--- config.mk ---
export PLATFORM = sky130hd
export DESIGN_NAME = uart_prog_loader_flat
export DESIGN_NICKNAME = d
export VERILOG_FILES = /design/src/rtl/upg_pkg.sv /design/src/rtl/uart_prog_loader_if.sv /design/src/rtl/upg_timeout_cnt.sv /design/src/rtl/uart_prog_loader.sv /design/src/flat_wrapper.sv
export SDC_FILE = /design/constraint.sdc
export NUM_CORES = 1
export LEC_CHECK = 0
export BUFFER_PORTS_ARGS = -buffer_cell sky130_fd_sc_hd__clkbuf_2
export CAP_MARGIN = 20
export CORE_ASPECT_RATIO = 1.1
export CORE_MARGIN = 2
export CORE_UTILIZATION = 55
export CTS_BUF_LIST = sky130_fd_sc_hd__clkbuf_16
export CTS_CLUSTER_SIZE = 28
export DETAILED_ROUTE_END_ITERATION = 8
export PLACE_DENSITY_LB_ADDON = 0.12
export SETUP_SLACK_MARGIN = 0.4
export SKIP_CTS_REPAIR_TIMING = 1
export SLEW_MARGIN = 20
export SYNTH_ARGS = -nofsm -noshare
export SYNTH_HDL_FRONTEND = slang
export SYNTH_HIERARCHICAL = 1
export SYNTH_SLANG_ARGS = --single-unit
--- constraint.sdc ---
create_clock -name Upg_clk_i -period 2.9 [get_ports Upg_clk_i]
set_input_delay 0.58 -clock Upg_clk_i [delete_from_list [all_inputs] [get_ports Upg_clk_i]]
set_output_delay 0.58 -clock Upg_clk_i [all_outputs]
set_load 0.005 [all_outputs]
--- src/rtl/upg_pkg.sv ---
// upg_pkg: shared state encoding and protocol constants for the UART program loader
package upg_pkg;
    typedef enum logic [2:0] {IDLE, CNT_LO, CNT_HI, DATA, DONE} upg_state_e;
    localparam logic [7:0] CMD_INST = 8'h49;
    localparam logic [7:0] CMD_DATA = 8'h44;
    localparam logic [7:0] CMD_END  = 8'h45;
    localparam logic SEL_INST = 1'b0;
    localparam logic SEL_DATA = 1'b1;
endpackage

--- src/rtl/uart_prog_loader_if.sv ---
// uart_prog_loader_if: received-byte stream in, memory upgrade write port and status out
interface uart_prog_loader_if #(parameter int ADDR_W = 14);
    logic              Rx_vld_i;
    logic [7:0]        Rx_dat_i;
    logic              Upg_wen_o;
    logic [ADDR_W:0]   Upg_adr_o;
    logic [31:0]       Upg_dat_o;
    logic              Upg_done_o;
    logic              Upg_busy_o;
    logic              Upg_err_o;
    modport master (
        output Rx_vld_i, Rx_dat_i,
        input  Upg_wen_o, Upg_adr_o, Upg_dat_o, Upg_done_o, Upg_busy_o, Upg_err_o
    );
    modport slave (
        input  Rx_vld_i, Rx_dat_i,
        output Upg_wen_o, Upg_adr_o, Upg_dat_o, Upg_done_o, Upg_busy_o, Upg_err_o
    );
endinterface

--- src/rtl/upg_timeout_cnt.sv ---
// upg_timeout_cnt: idle-cycle counter, cleared by clr or when disabled, pulses tc on the TIMEOUT_CYCLES-th idle cycle
module upg_timeout_cnt #(
    parameter int TIMEOUT_CYCLES = 1_000_000
) (
    input  logic clk,
    input  logic rst_n,
    input  logic en,
    input  logic clr,
    output logic tc
);
    localparam int W = $clog2(TIMEOUT_CYCLES + 1);
    logic [W-1:0] cnt_q, cnt_d;
    assign tc    = en && !clr && (cnt_q == W'(TIMEOUT_CYCLES - 1));
    assign cnt_d = (!en || clr || tc) ? '0 : cnt_q + 1'b1;
    always_ff @(posedge clk or negedge rst_n) begin
        if (!rst_n) cnt_q <= '0;
        else        cnt_q <= cnt_d;
    end
endmodule

--- src/rtl/uart_prog_loader.sv ---
// uart_prog_loader: parses I/D/E framed byte stream into little-endian word writes for the memory upgrade port
module uart_prog_loader
    import upg_pkg::*;
#(
    parameter int ADDR_W         = 14,
    parameter int TIMEOUT_CYCLES = 1_000_000
) (
    input  logic              Upg_clk_i,
    input  logic              Upg_rstn_i,
    uart_prog_loader_if.slave bus
);
    localparam logic [16:0] MAX_WORDS = 17'd1 << ADDR_W;
    upg_state_e        state_q, state_d;
    logic              sel_q, sel_d;
    logic [15:0]       cnt_q, cnt_d;
    logic [ADDR_W-1:0] waddr_q, waddr_d;
    logic [1:0]        bidx_q, bidx_d;
    logic [23:0]       wbuf_q, wbuf_d;
    logic              wen_q, wen_d;
    logic [ADDR_W:0]   adr_q, adr_d;
    logic [31:0]       dat_q, dat_d;
    logic              done_q, done_d, busy_q, busy_d, err_q, err_d;
    logic              tmo, vld, last_word;
    logic [7:0]        rx;
    logic [15:0]       n_new;
    assign vld       = bus.Rx_vld_i;
    assign rx        = bus.Rx_dat_i;
    assign n_new     = {rx, cnt_q[7:0]};
    assign last_word = (17'(waddr_q) + 17'd1) == 17'(cnt_q);
    upg_timeout_cnt #(.TIMEOUT_CYCLES(TIMEOUT_CYCLES)) u_tmo (
        .clk   (Upg_clk_i),
        .rst_n (Upg_rstn_i),
        .en    (busy_q),
        .clr   (vld),
        .tc    (tmo)
    );
    always_comb begin
        state_d = state_q;
        sel_d   = sel_q;
        cnt_d   = cnt_q;
        waddr_d = waddr_q;
        bidx_d  = bidx_q;
        wbuf_d  = wbuf_q;
        wen_d   = 1'b0;
        adr_d   = adr_q;
        dat_d   = dat_q;
        err_d   = err_q;
        case (state_q)
            IDLE: if (vld) begin
                if (rx == CMD_INST || rx == CMD_DATA) begin
                    sel_d   = (rx == CMD_DATA) ? SEL_DATA : SEL_INST;
                    state_d = CNT_LO;
                end else if (rx == CMD_END) begin
                    state_d = DONE;
                end
            end
            CNT_LO: if (vld) begin
                cnt_d[7:0] = rx;
                state_d    = CNT_HI;
            end else if (tmo) begin
                err_d   = 1'b1;
                state_d = IDLE;
            end
            CNT_HI: if (vld) begin
                cnt_d = n_new;
                if (n_new == 16'd0) begin
                    state_d = IDLE;
                end else if (17'(n_new) > MAX_WORDS) begin
                    err_d   = 1'b1;
                    state_d = IDLE;
                end else begin
                    waddr_d = '0;
                    bidx_d  = '0;
                    state_d = DATA;
                end
            end else if (tmo) begin
                err_d   = 1'b1;
                state_d = IDLE;
            end
            DATA: if (vld) begin
                bidx_d = bidx_q + 2'd1;
                wbuf_d = ((bidx_q == 2'd0) ? 24'd0 : wbuf_q) | (24'(rx) << {bidx_q, 3'b000});
                // fourth byte: the strobe, address and word all register on this edge
                if (bidx_q == 2'd3) begin
                    wen_d   = 1'b1;
                    adr_d   = {sel_q, waddr_q};
                    dat_d   = {rx, wbuf_q};
                    waddr_d = waddr_q + 1'b1;
                    if (last_word) state_d = IDLE;
                end
            end else if (tmo) begin
                err_d   = 1'b1;
                bidx_d  = '0;
                state_d = IDLE;
            end
            default: ;
        endcase
        done_d = (state_d == DONE);
        busy_d = (state_d inside {CNT_LO, CNT_HI, DATA});
    end
    always_ff @(posedge Upg_clk_i or negedge Upg_rstn_i) begin
        if (!Upg_rstn_i) begin
            state_q <= IDLE;
            sel_q   <= 1'b0;
            cnt_q   <= '0;
            waddr_q <= '0;
            bidx_q  <= '0;
            wbuf_q  <= '0;
            wen_q   <= 1'b0;
            adr_q   <= '0;
            dat_q   <= '0;
            done_q  <= 1'b0;
            busy_q  <= 1'b0;
            err_q   <= 1'b0;
        end else begin
            state_q <= state_d;
            sel_q   <= sel_d;
            cnt_q   <= cnt_d;
            waddr_q <= waddr_d;
            bidx_q  <= bidx_d;
            wbuf_q  <= wbuf_d;
            wen_q   <= wen_d;
            adr_q   <= adr_d;
            dat_q   <= dat_d;
            done_q  <= done_d;
            busy_q  <= busy_d;
            err_q   <= err_d;
        end
    end
    assign bus.Upg_wen_o  = wen_q;
    assign bus.Upg_adr_o  = adr_q;
    assign bus.Upg_dat_o  = dat_q;
    assign bus.Upg_done_o = done_q;
    assign bus.Upg_busy_o = busy_q;
    assign bus.Upg_err_o  = err_q;
endmodule

--- src/flat_wrapper.sv ---
// flat-port wrapper written by rule: the top's interface ports become plain ports
module uart_prog_loader_flat import upg_pkg::*;
#(
    parameter int ADDR_W         = 14,
    parameter int TIMEOUT_CYCLES = 1_000_000
)
  (Upg_clk_i, Upg_rstn_i, bus_Rx_vld_i, bus_Rx_dat_i, bus_Upg_wen_o, bus_Upg_adr_o, bus_Upg_dat_o, bus_Upg_done_o, bus_Upg_busy_o, bus_Upg_err_o);
  uart_prog_loader_if #(.ADDR_W(ADDR_W)) bus_i ();
  input  logic Upg_clk_i;
  input  logic Upg_rstn_i;
  input wire logic [$bits(bus_i.Rx_vld_i)-1:0] bus_Rx_vld_i;
  input wire logic [$bits(bus_i.Rx_dat_i)-1:0] bus_Rx_dat_i;
  output wire logic [$bits(bus_i.Upg_wen_o)-1:0] bus_Upg_wen_o;
  output wire logic [$bits(bus_i.Upg_adr_o)-1:0] bus_Upg_adr_o;
  output wire logic [$bits(bus_i.Upg_dat_o)-1:0] bus_Upg_dat_o;
  output wire logic [$bits(bus_i.Upg_done_o)-1:0] bus_Upg_done_o;
  output wire logic [$bits(bus_i.Upg_busy_o)-1:0] bus_Upg_busy_o;
  output wire logic [$bits(bus_i.Upg_err_o)-1:0] bus_Upg_err_o;
  assign bus_i.Rx_vld_i = bus_Rx_vld_i;
  assign bus_i.Rx_dat_i = bus_Rx_dat_i;
  assign bus_Upg_wen_o = bus_i.Upg_wen_o;
  assign bus_Upg_adr_o = bus_i.Upg_adr_o;
  assign bus_Upg_dat_o = bus_i.Upg_dat_o;
  assign bus_Upg_done_o = bus_i.Upg_done_o;
  assign bus_Upg_busy_o = bus_i.Upg_busy_o;
  assign bus_Upg_err_o = bus_i.Upg_err_o;
  uart_prog_loader #(.ADDR_W(ADDR_W), .TIMEOUT_CYCLES(TIMEOUT_CYCLES)) u_core (.Upg_clk_i(Upg_clk_i), .Upg_rstn_i(Upg_rstn_i), .bus(bus_i));
endmodule
==> metrics.cfg, run 1 <==
[run_status]
outcome=finished, final reports clean

[global_routing]
grt_pass1_wl_um=22100
grt_max_degree=65
grt_pass1_vias=4409
gr-total-overflow=0
grt_use_total_pct=24.4
antenna_found_initial=0

[timing]
tightest_slew_ns=0.837
drv_slew=0
finalSetupViolCount=0
fin_crit_ns=2.34
fmax_mhz=428
holdWs_ns=0.214
relSlewSlack_pct=44.2
fin_tns_setup_ns=0
clock_skew_ns=0.00838
rsz0062_at_grt=false
final-hold-violation-count=0
post-route-period-util_pct=80.6

[detailed_routing]
wirelength_um=13100
topRoutingLayerUsed=met4
drc=0
drt_iter0_drc=221
wl_met1_um=6110
first_pass_iters=5
post_drt_wl_per_cell_um=16.2
ant_nets=0
num_vias=4516
vias_per_cell=5.59
wl_met3_um=674
wl_met2_um=6130

[logic_synthesis]
syn-num-nets=612
syn_area_per_cell_um2=9.98
yosysMostFrequentCell=nand2_1
synth_edf_count=0
ys_seq_area_share_pct=55.0
syn-cell-area_um2=5960
synthSimpleGateAreaFrac_pct=21.3
yosysTopAreaCellShare_pct=55.0
netlist_instances=597
synth_compound_area_share_pct=10.2
synth-seq-cells=131
yosys.area.top_type=dfrtp_1
synth.area.mux_share_pct=3.80
ys_warn_count=6
netlist_top_cells_count=169 x nand2_1, 131 x dfrtp_1, 32 x nor2_1
async_flop_share_pct=100
ys_types=52
synth_xor_area_share_pct=5.44
synth_top_family_by_area=simple AND/OR/NAND/NOR gates
synth-adder-area-share_pct=0.840
synthFlopType=dfrtp_1
synth_area_leaders=dfrtp_1 55%, nand2_1 11%, a22o_1 3.8%

[critical_path]
cpPeakStageDelay_ns=0.52
reg2reg_depth=8
cp.depth=8
worst_setup_path_start_kind=register
crit_family=simple AND/OR/NAND/NOR gates
path_cells=ha_4 -> nand3_4 -> or4b_4 -> o211ai_2 -> mux2i_1 -> or3_1 -> o21ai_2 -> a32oi_1
end_kind=register
reg2reg_slack_ns=0.56
critical-path-slowest-cell=or4b_4
crit_type=reg2reg
r2r-start=u_core/waddr_q[1]$_DFFE_PN0P_
reg2reg_to=u_core/state_q[0]$_DFF_PN0_
worst_ep_required_time_ns=3.16
worst-path-buf-inv=0
cp.arrival_ns=2.59
crit_fanout=8

[clocking]
cts_buffer_depth=2
cts.sinks=131
cts_buffers=17
clkTransAtPathRegs_ns=0.06
htreeDepth=4
cts_root_buf=clkbuf_16
cts_tree=yes
clk_latency_ns=0.41

[power]
powerDensity_nw_per_um2=730
peakVddDrop_uv=457
leakage_nw=3.41
power_mw=5.12

[floorplanning]
start_util_pct=56.8
io_pins=62
dieHeight_um=113
fp-row-count=39
die_area_um2=11700
die_w_um=103
core-area_um2=10500

[run]
cap_viol_max_count=0

[placement]
io_buffers=61
dp.cells=776
dp_hpwl_um=8420
place_congestion=0.857

[layout]
syn_to_final_growth_pct=17.6
num-nets-final=667
drive_gt1_share_pct=20.6
fin_util_pct=66.8
diodes=0
stdcell_count=808

[hold_path]
hold_class=in2async

## metal layers
layer | vias up | track usage (%)
met3 | 11 | 4.57
met5 | - | 0
met4 | 0 | 7.11
met2 | 154 | 36.7
li1 | 2150 | -
met1 | 2201 | 36.2
## placed cells by master (no fill, tap or decap), types with 17 or more instances in the layout
master / n
mux2_2: 17
xnor2_1: 17
clkbuf_2: 60
clkbuf_16: 17
o21ai_0: 26
xor2_1: 20
dfrtp_1: 130
nand2_1: 168
nor2_1: 31
a22o_1: 26
## cell type report
class	instances	area [µm²]
Clock buffer	17	425
Sequential cell	131	3280
Timing Repair Buffer	71	408
Tap cell	143	179
Inverter	8	30.0
Fill cell	867	3490
Multi-Input combinational cell	423	2500
Clock inverter	15	181
## worst max path at each step
stage,to,slack [ns],from
2_1_floorplan,u_core/state_q[0]$_DFF_PN0_,0.70,u_core/waddr_q[0]$_DFFE_PN0P_
3_3_place_gp,u_core/waddr_q[9]$_DFFE_PN0P_,0.57,bus_Rx_dat_i[5]
3_5_place_dp,u_core/waddr_q[6]$_DFFE_PN0P_,0.45,bus_Rx_dat_i[4]
4_1_cts,u_core/state_q[0]$_DFF_PN0_,0.41,u_core/waddr_q[0]$_DFFE_PN0P_
5_1_grt,u_core/state_q[0]$_DFF_PN0_,0.44,u_core/waddr_q[1]$_DFFE_PN0P_
6_report,u_core/state_q[0]$_DFF_PN0_,0.56,u_core/waddr_q[1]$_DFFE_PN0P_
## flip-flops by register name, indices dropped and copies added (netlist names)
signal                 cells
u_core/bus.Upg_adr_o      15
u_core/bus.Upg_busy_o      1
u_core/sel_q               1
u_core/state_q             3
u_core/bus.Upg_err_o       1
u_core/bus.Upg_dat_o      32
u_core/bidx_q              2
u_core/wbuf_q             24
u_core/bus.Upg_wen_o       1
u_core/bus.Upg_done_o      1
u_core/cnt_q              16
u_core/u_tmo/cnt_q        20
u_core/waddr_q            14
## where the power goes
part | internal (mW) | switching, mW | leakage, nW
registers | 2.03 | 0.211 | 1.78
logic | 0.352 | 0.331 | 1.35
clock network | 1.36 | 0.828 | 0.284
total | 3.75 | 1.37 | 3.41
## per-stage QoR
| stage | setup WS [ns] | instance area (µm²) |
|---|---|---|
| 2_1_floorplan | 0.700 | 5960 |
| 3_3_place_gp | 0.567 | 6380 |
| 3_5_place_dp | 0.447 | 6380 |
| 4_1_cts | 0.412 | 6980 |
| 5_1_grt | 0.437 | 7010 |
| 6_report | 0.564 | 7010 |
## cell families (layout without fill, tap and decap cells)
kind of cell	count (synthesis)	count (layout)
adders and majority gates	4	4
and+or+nand+nor	277	277
AOI/OAI and AO/OA	85	85
buffers and inverters	43	111
muxes	20	20
xor gates and xnor gates	37	37
DFF	131	131
(Power assumes the default switching activity.)
==> inputs of run 2 (changes only) <==
--- a/config.mk
+++ b/config.mk
@@ -5,6 +5,7 @@
 export SDC_FILE = /design/constraint.sdc
 export NUM_CORES = 1
 export LEC_CHECK = 0
+export ABC_AREA = 1
 export BUFFER_PORTS_ARGS = -buffer_cell sky130_fd_sc_hd__clkbuf_2
 export CAP_MARGIN = 20
 export CORE_ASPECT_RATIO = 1.1
==> constraint.sdc (replaced) <==
create_clock -name Upg_clk_i -period 2.4 [get_ports Upg_clk_i]
set_input_delay 0.48 -clock Upg_clk_i [delete_from_list [all_inputs] [get_ports Upg_clk_i]]
set_output_delay 0.48 -clock Upg_clk_i [all_outputs]
set_load 0.005 [all_outputs]
==> metrics.cfg, run 2 <==
[run_status]
outcome=finished, final reports clean

[critical_path]
reg2reg_to=u_core/bus.Upg_done_o$_DFF_PN0_
crit_fanout=6
worst_setup_path_start_kind=register
end_kind=register
cp.arrival_ns=2.44
r2r-start=u_core/waddr_q[0]$_DFFE_PN0P_
crit_type=reg2reg
reg2reg_depth=17
reg2reg_slack_ns=0.31
worst_ep_required_time_ns=2.75

[detailed_routing]
wirelength_um=13900
drt_iter0_drc=359
first_pass_iters=6
vias_per_cell=5.27
drc=0
num_vias=5114
post_drt_wl_per_cell_um=14.3
ant_nets=0

[power]
powerDensity_nw_per_um2=998
swShare_pct=32.4
power_mw=7.28
pwr-share-clk_pct=33.2
leakage_nw=3.54
peakVddDrop_uv=558
p_int_mw=4.92
p_seq_share_pct=42.9
switchingPower_mw=2.36
combPwrFrac_pct=23.9

[global_routing]
grt_pass1_vias=4787
antenna_found_initial=0
gr-total-overflow=0
grt_max_degree=132
grt_use_total_pct=24.3
grt_pass1_wl_um=22900

[logic_synthesis]
yosysMostFrequentCell=nand2_1
yosys.area.top_type=dfrtp_1
synth_area_leaders=dfrtp_1 54%, nand2_1 11%, o21ai_0 6.0%
synthFlopType=dfrtp_1
syn_area_per_cell_um2=8.34
syn-num-nets=749
ys_warn_count=6
yosysTopAreaCellShare_pct=53.5
netlist_instances=734
ys_seq_area_share_pct=53.5
netlist_top_cells_count=186 x nand2_1, 131 x dfrtp_1, 95 x inv_1
synth_edf_count=0
syn-cell-area_um2=6120
async_flop_share_pct=100
ys_types=31
synth-seq-cells=131

[floorplanning]
fp-row-count=40
die_w_um=105
core-area_um2=10900
start_util_pct=56.1
dieHeight_um=115
die_area_um2=12000
io_pins=62

[layout]
syn_to_final_growth_pct=19.1
final_cell_mix=183 x nand2_1, 127 x dfrtp_1, 96 x inv_1
final_common_cell=nand2_1
multiInputGateArea_um2=2450
diodes=0
num-nets-final=826
drive_gt1_share_pct=18.7
fillers=931
largest_reg_flops=32
fin_util_pct=66.9
register_area_um2=3280

[clocking]
cts_root_buf=clkbuf_16
cts.sinks=131
htreeDepth=4
clk_latency_ns=0.42
clkTransAtPathRegs_ns=0.06
cts_buffers=17
cts_tree=yes
cts_buffer_depth=2

[placement]
place_congestion=0.989
post-place-ws_ns=0.144
io_buffers=61
dp_hpwl_um=9590

[timing]
fin_tns_setup_ns=0
final-hold-violation-count=0
clock_skew_ns=0.00588
post-route-period-util_pct=87.2
finalSetupViolCount=0
setup_slack_ns=0.307
relSlewSlack_pct=55.2
holdWs_ns=0.186
fmax_mhz=478
tightest_slew_ns=0.672
rsz0062_at_grt=true
drv_slew=0
fin_crit_ns=2.09

[run]
cap_viol_max_count=0

[hold_path]
hold_class=in2async

[run 2: stage by stage]
stage | cells | area (µm²)
after detailed placement | 934 | 6630
after global routing | 970 | 7290
after CTS | 965 | 7180
final | 970 | 7290
after floorplan | 734 | 6120
after global placement | 934 | 6630
[run 2: per-layer routing]
layer / track usage (%) / wire [µm] / up-vias
li1: - / - / 2523
met1: 31.3 / 6140 / 2433
met5: 0 / 0 / -
met4: 7.73 / 165 / 0
met2: 40.5 / 6920 / 142
met3: 6.20 / 686 / 16
[run 2: critical path, cell delays in order (launching register included)]
cell and delay [ns]:
dfrtp_2 0.42, ha_4 0.17, nand2_4 0.07, nor2_4 0.19, buf_4 0.14, nand3_1 0.07
nand2_1 0.06, nand2_1 0.07, xnor2_1 0.13, nor2_1 0.14, nand3_2 0.09, nand2_1 0.07
nand2_1 0.04, nand2_1 0.08, nand2_1 0.07, nand2_2 0.09, nand2_2 0.06, nor2_2 0.06
[run 2: final cells by class]
type / count / area share (%)
repair buffers: 78 / 6.31
clock buffers: 17 / 5.83
inverters: 97 / 4.99
well taps: 147 / 2.52
clock inverters: 14 / 1.68
multi-input cells: 486 / 33.7
flip-flops and latches: 131 / 45.0
[run 2: worst max path at each step]
stage,startpoint,end,cells after the start
2_1_floorplan,u_core/u_tmo/cnt_q[0]$_DFF_PN0_,u_core/bus.Upg_done_o$_DFF_PN0_,13
3_3_place_gp,u_core/u_tmo/cnt_q[0]$_DFF_PN0_,u_core/bus.Upg_done_o$_DFF_PN0_,13
3_5_place_dp,u_core/u_tmo/cnt_q[0]$_DFF_PN0_,u_core/bus.Upg_done_o$_DFF_PN0_,13
4_1_cts,u_core/u_tmo/cnt_q[0]$_DFF_PN0_,u_core/bus.Upg_done_o$_DFF_PN0_,13
5_1_grt,u_core/waddr_q[0]$_DFFE_PN0P_,u_core/bus.Upg_done_o$_DFF_PN0_,19
6_report,u_core/waddr_q[0]$_DFFE_PN0P_,u_core/bus.Upg_done_o$_DFF_PN0_,17
[run 2: cell families after synthesis]
group | count (synthesis) | share of synthesized area (%)
adders and majority gates | 4 | 0.818
buffers and inverters | 117 | 7.64
xor gates and xnor gates | 13 | 1.86
and+or+nand+nor | 347 | 25.1
AOI/OAI and AO/OA | 122 | 11.0
DFF | 131 | 53.5
[run 2: power by group through the flow]
stage	Clock [mW]	Sequential [mW]	Combinational, mW
finish	2.42	3.12	1.74
detailed placement	0	3.12	1.66
CTS	2.45	3.09	1.67
global placement	0	3.11	1.61
floorplan	0	3.06	1.12
global route	2.56	3.18	1.99
